**src/rtl/regfile_mp.sv**
```systemverilog
// ---------------------------------------------------------------------------
// regfile_mp
//   Multi-ported integer register file with x0 hard-wired to zero, two write
//   ports (port 1 wins on a collision), same-cycle write-to-read bypass on the
//   architectural read ports, a non-bypassed debug read port, and a
//   sequential clear engine that zeroes one register per cycle.
//
// Parameters
//   XLEN   data width in bits
//   NREGS  register count (power of two, >= 2); AW = log2(NREGS)
//   NRD    number of architectural read ports (>= 1)
//
// Ports
//   clk, rst_n                 clock (posedge), asynchronous active-low reset
//   rd_addr_i / rd_data_o      packed read ports, port k at [k*AW +: AW] /
//                              [k*XLEN +: XLEN], combinational with bypass
//   dbg_addr_i / dbg_data_o    debug read, combinational, no bypass
//   we0_i/wa0_i/wd0_i          write port 0
//   we1_i/wa1_i/wd1_i          write port 1 (higher priority)
//   flush_req_i                start clearing all registers
//   flush_busy_o               high while the clear sequence runs
//   flush_done_o               one-cycle pulse after the last register clears
// ---------------------------------------------------------------------------
module regfile_mp #(
    parameter int XLEN  = 32,
    parameter int NREGS = 32,
    parameter int NRD   = 2,
    localparam int AW   = $clog2(NREGS)
) (
    input  logic                clk,
    input  logic                rst_n,
    input  logic [NRD*AW-1:0]   rd_addr_i,
    output logic [NRD*XLEN-1:0] rd_data_o,
    input  logic [AW-1:0]       dbg_addr_i,
    output logic [XLEN-1:0]     dbg_data_o,
    input  logic                we0_i,
    input  logic [AW-1:0]       wa0_i,
    input  logic [XLEN-1:0]     wd0_i,
    input  logic                we1_i,
    input  logic [AW-1:0]       wa1_i,
    input  logic [XLEN-1:0]     wd1_i,
    input  logic                flush_req_i,
    output logic                flush_busy_o,
    output logic                flush_done_o
);

    typedef enum logic {
        IDLE  = 1'b0,
        CLEAR = 1'b1
    } state_t;

    state_t            state;
    logic [AW-1:0]     clr_idx;
    logic [XLEN-1:0]   regs [NREGS];

    // Writes only land in IDLE when no flush is being requested; address 0
    // is never written so regs[0] stays zero by construction.
    logic wr0_ok;
    logic wr1_ok;
    assign wr0_ok = we0_i && (wa0_i != '0);
    assign wr1_ok = we1_i && (wa1_i != '0);

    always_ff @(posedge clk or negedge rst_n) begin
        if (!rst_n) begin
            for (int i = 0; i < NREGS; i++) begin
                regs[i] <= '0;
            end
            state        <= IDLE;
            clr_idx      <= '0;
            flush_busy_o <= 1'b0;
            flush_done_o <= 1'b0;
        end else begin
            flush_done_o <= 1'b0;
            case (state)
                IDLE: begin
                    if (flush_req_i) begin
                        // Entry edge clears x0 itself and drops any writes.
                        regs[0]      <= '0;
                        clr_idx      <= AW'(1);
                        state        <= CLEAR;
                        flush_busy_o <= 1'b1;
                    end else begin
                        if (wr0_ok) regs[wa0_i] <= wd0_i;
                        // Port 1 assigned last so it wins on a shared address.
                        if (wr1_ok) regs[wa1_i] <= wd1_i;
                    end
                end
                CLEAR: begin
                    regs[clr_idx] <= '0;
                    // Wraps to 0 after NREGS-1 within AW bits.
                    clr_idx       <= clr_idx + AW'(1);
                    if (clr_idx == AW'(NREGS - 1)) begin
                        state        <= IDLE;
                        flush_busy_o <= 1'b0;
                        flush_done_o <= 1'b1;
                    end
                end
                default: state <= IDLE;
            endcase
        end
    end

    // Architectural reads: x0 -> 0, then port 1 bypass, then port 0 bypass,
    // then storage. Bypass only while IDLE; in CLEAR the stored (possibly
    // stale) value is returned.
    always_comb begin
        rd_data_o = '0;
        for (int k = 0; k < NRD; k++) begin
            if (rd_addr_i[k*AW +: AW] == '0) begin
                rd_data_o[k*XLEN +: XLEN] = '0;
            end else if ((state == IDLE) && we1_i && (wa1_i == rd_addr_i[k*AW +: AW])) begin
                rd_data_o[k*XLEN +: XLEN] = wd1_i;
            end else if ((state == IDLE) && we0_i && (wa0_i == rd_addr_i[k*AW +: AW])) begin
                rd_data_o[k*XLEN +: XLEN] = wd0_i;
            end else begin
                rd_data_o[k*XLEN +: XLEN] = regs[rd_addr_i[k*AW +: AW]];
            end
        end
    end

    always_comb begin
        dbg_data_o = '0;
        if (dbg_addr_i != '0) begin
            dbg_data_o = regs[dbg_addr_i];
        end
    end

endmodule

```
**config.mk**
```make
export PLATFORM = sky130hd
export DESIGN_NAME = regfile_mp
export DESIGN_NICKNAME = d
export VERILOG_FILES = /design/src/rtl/regfile_mp.sv
export SDC_FILE = /design/constraint.sdc
export NUM_CORES = 2
export LEC_CHECK = 0
export BUFFER_PORTS_ARGS = -buffer_cell sky130_fd_sc_hd__buf_4
export CORE_MARGIN = 4
export CORE_UTILIZATION = 40
export CTS_BUF_LIST = sky130_fd_sc_hd__clkbuf_4
export DETAILED_ROUTE_END_ITERATION = 7
export GPL_ROUTABILITY_DRIVEN = 0
export REMOVE_ABC_BUFFERS = 1
export SYNTH_ARGS = -nofsm -noshare
export SYNTH_HDL_FRONTEND = slang
export SYNTH_SLANG_ARGS = --single-unit
```
**constraint.sdc**
```tcl
create_clock -name clk -period 2.7 [get_ports clk]
set_input_delay 0.135 -clock clk [delete_from_list [all_inputs] [get_ports clk]]
set_output_delay 0.135 -clock clk [all_outputs]
set_load 0.01 [all_outputs]
```
==> impl_metrics.ini <==
[outcome]
status = finished with violations
violations = DRC, setup timing

[die]
die_w_um = 464
die_h_um = 464
start_util = 0.402
io_pins = 192
num_rows = 167
die_area_mm2 = 0.215
core-area_mm2 = 0.207

[logic_synthesis]
synth_area_leaders = dfrtp_1 (31%), mux4_2 (19%), mux2i_1 (14%)
synth-edff-count = 0
synth_top_area_frac = 0.311
synth-async-reset-ratio = 1.00
ys.flop_type = dfrtp_1
ys_seq_elements = 1032
yosys.area.top_type = dfrtp_1
synth_cells = 8018
yosysWarnings = 0
seq_area_frac_synth = 0.311
synth.avg_cell_area_um2 = 10.4
synth_cell_types = 64
synth.cell_area_mm2 = 0.0831

[setup_path]
worstReg2RegEnd = regs[250]
startpoint_type = flop
crit_required_ns = 2.57
reg2regPathDepth = 6
cp.arrival_ns = 3.67
worstReg2RegStart = state
endpoint_kind = primary output
r2r_slack_ns = 0
critPathMaxFanout = 4
crit_type = flop to primary output

[sta]
setup_violations = 101
final.setup.worst_slack_ns = -1.11
min_period_ns = 3.81
timing.hold.ws_ns = 0.0779
fin_setup_tns_ns = -82.78
max_freq_ghz = 0.263
finalMaxSlewViolations = 0
min_period_over_period = 1.41
finalHoldViolCount = 0
skew_ns = 0.131
tightest_slew_ns = 1.32
rsz0062_at_grt = true
relSlewSlack = 0.118

[flow_run]
max_cap_violations = 0

[global_routing]
grt_max_degree = 185
grt_usage = 0.389
gr-total-overflow = 0
first_global_vias = 79900
grt_pass1_wl_um = 605000
antenna_found_initial = 28

[clock_network]
insertion_delay_ns = 1.41
clk_pin_slew_worst_paths_ns = 0.06
clockRootBuffer = clkbuf_4
clk_path_buf_depth = 4
cts_buffers = 324
tritoncts = yes
htree_levels = 5
cts_sinks = 1032

[finish]
final_cell_mix = mux2i_1 (1152), a22o_1 (1053), dfrtp_1 (988)
nets = 8624
final_common_cell = mux2i_1
stdcell_area_mm2 = 0.102
syn2layout_area_growth_pct = 22.9
drive_gt1_frac = 0.296

[min_path]
hold_path_end = regs[53]
min_from = wd0_i[21]
hold_class = primary input to flop
hold_depth = 5

[placed_design]
place_hpwl_um = 254000
post-place-ws_ns = -0.293
io_buffers = 191
placed_area_mm2 = 0.0911

[route]
drc = 11
via_per_inst = 7.40
wl_um = 439000
vias = 84800
drtAntennaViolNets = 0
drtPass1Iterations = 8
drtIter0Drc = 15400
wl_per_cell_um = 38.3

[power_and_ir_drop]
p_per_area_mw_per_mm2 = 640
ir_drop_v = 0.000519
p_leak_nw = 45.5
-- layer usage --
layer | GRT usage | up-vias | part of all wire
li1 | - | 32300 | -
met4 | 0.316 | 10 | 0.099
met2 | 0.536 | 8513 | 0.40
met3 | 0.169 | 2357 | 0.16
met1 | 0.470 | 41600 | 0.34
met5 | 0 | - | 0.00013
-- area by class of cell --
| cell class | count | area, um^2 |
|---|---|---|
| fill | 18300 | 105000 |
| multi-input combinational | 5851 | 54300 |
| sequential | 1032 | 25900 |
| timing repair buffer | 1273 | 14500 |
| clock buffer | 462 | 3470 |
| tap | 2704 | 3380 |
| clock inverter | 59 | 304 |
| inverter | 43 | 161 |
| antenna | 33 | 82.6 |
-- worst max-delay path by stage --
stage | startpoint | to
3_3_place_gp | rd_addr_i[6] | rd_data_o[59]
2_1_floorplan | state | regs[0]
4_1_cts | regs[766] | rd_data_o[62]
3_5_place_dp | rd_addr_i[6] | rd_data_o[59]
5_1_grt | regs[734] | rd_data_o[62]
6_report | regs[606] | rd_data_o[62]
-- critical path: stages, from the launching register on --
cell     delay (ns)
dfrtp_1        0.42
mux4_2         0.49
a32oi_2        0.23
o41ai_1        0.11
or4_1          0.52
a22o_4         0.33
buf_4          0.17
-- sequential cells by signal, indices dropped and copies added (netlist names) --
signal and flops:
clr_idx 5, flush_busy_o 1, regs 1024, flush_done_o 1, state 1
-- power breakdown --
| part | total, mW | leakage [nW] | internal (mW) | switching [mW] |
|---|---|---|---|---|
| combinational | 26.0 | 29.0 | 12.4 | 13.6 |
| clock | 16.1 | 2.27 | 8.04 | 8.09 |
| sequential | 23.2 | 14.3 | 18.6 | 4.56 |
-- timing repair --
action / 4_1_cts / 5_1_grt
endpoints found under the setup margin: 96 / 378
cloned: 6 / 8
pin swaps: 29 / 24
hold endpoints to repair: 2063 / 149
hold buffers: 339 / 4
setup buffers: 120 / 88
gates resized for setup: 254 / 131
-- cell usage after synthesis (5+ instances only) --
library cell / number
a211oi_1: 66
a21oi_1: 736
a221o_1: 62
a221oi_1: 60
a22o_1: 1054
a22oi_1: 26
a31oi_1: 16
and2_1: 36
and3_1: 7
and3b_1: 9
buf_1: 74
buf_2: 195
buf_4: 34
buf_6: 11
clkbuf_1: 756
clkbuf_2: 22
dfrtp_1: 1032
ha_1: 5
inv_1: 42
mux2_2: 121
mux2i_1: 1153
mux4_2: 704
nand2_1: 414
nand2b_1: 5
nand3_1: 15
nand3b_1: 10
nand4_1: 7
nor2_1: 733
nor2b_1: 13
nor3_1: 13
nor3_2: 8
nor3b_1: 9
nor4_1: 62
o211a_1: 60
o21ai_0: 279
o21ai_1: 43
o221ai_1: 63
xnor2_1: 20
-- logic make-up (layout without fill, tap and decap cells) --
kind of cell / count (synthesis) / in the layout / synth area share
compound gates: 2486 / 2486 / 0.214
mux: 1981 / 1981 / 0.346
simple gates: 1357 / 1357 / 0.0686
buf+inv: 1135 / 1837 / 0.0571
flops: 1032 / 1032 / 0.311
xor+xnor: 22 / 22 / 0.00232
fa+ha+maj: 5 / 5 / 0.000753
other cells: 0 / 33 / 0
-- through the flow --
step                      cells   util  total power, mW
after floorplan            6926      -             29.0
after global placement    10400  0.440             45.0
after detailed placement  10400  0.440             45.8
after CTS                 11300  0.486             63.2
after global routing      11400  0.493             67.1
final                     11500  0.494             65.3
(Power assumes the default switching activity.)
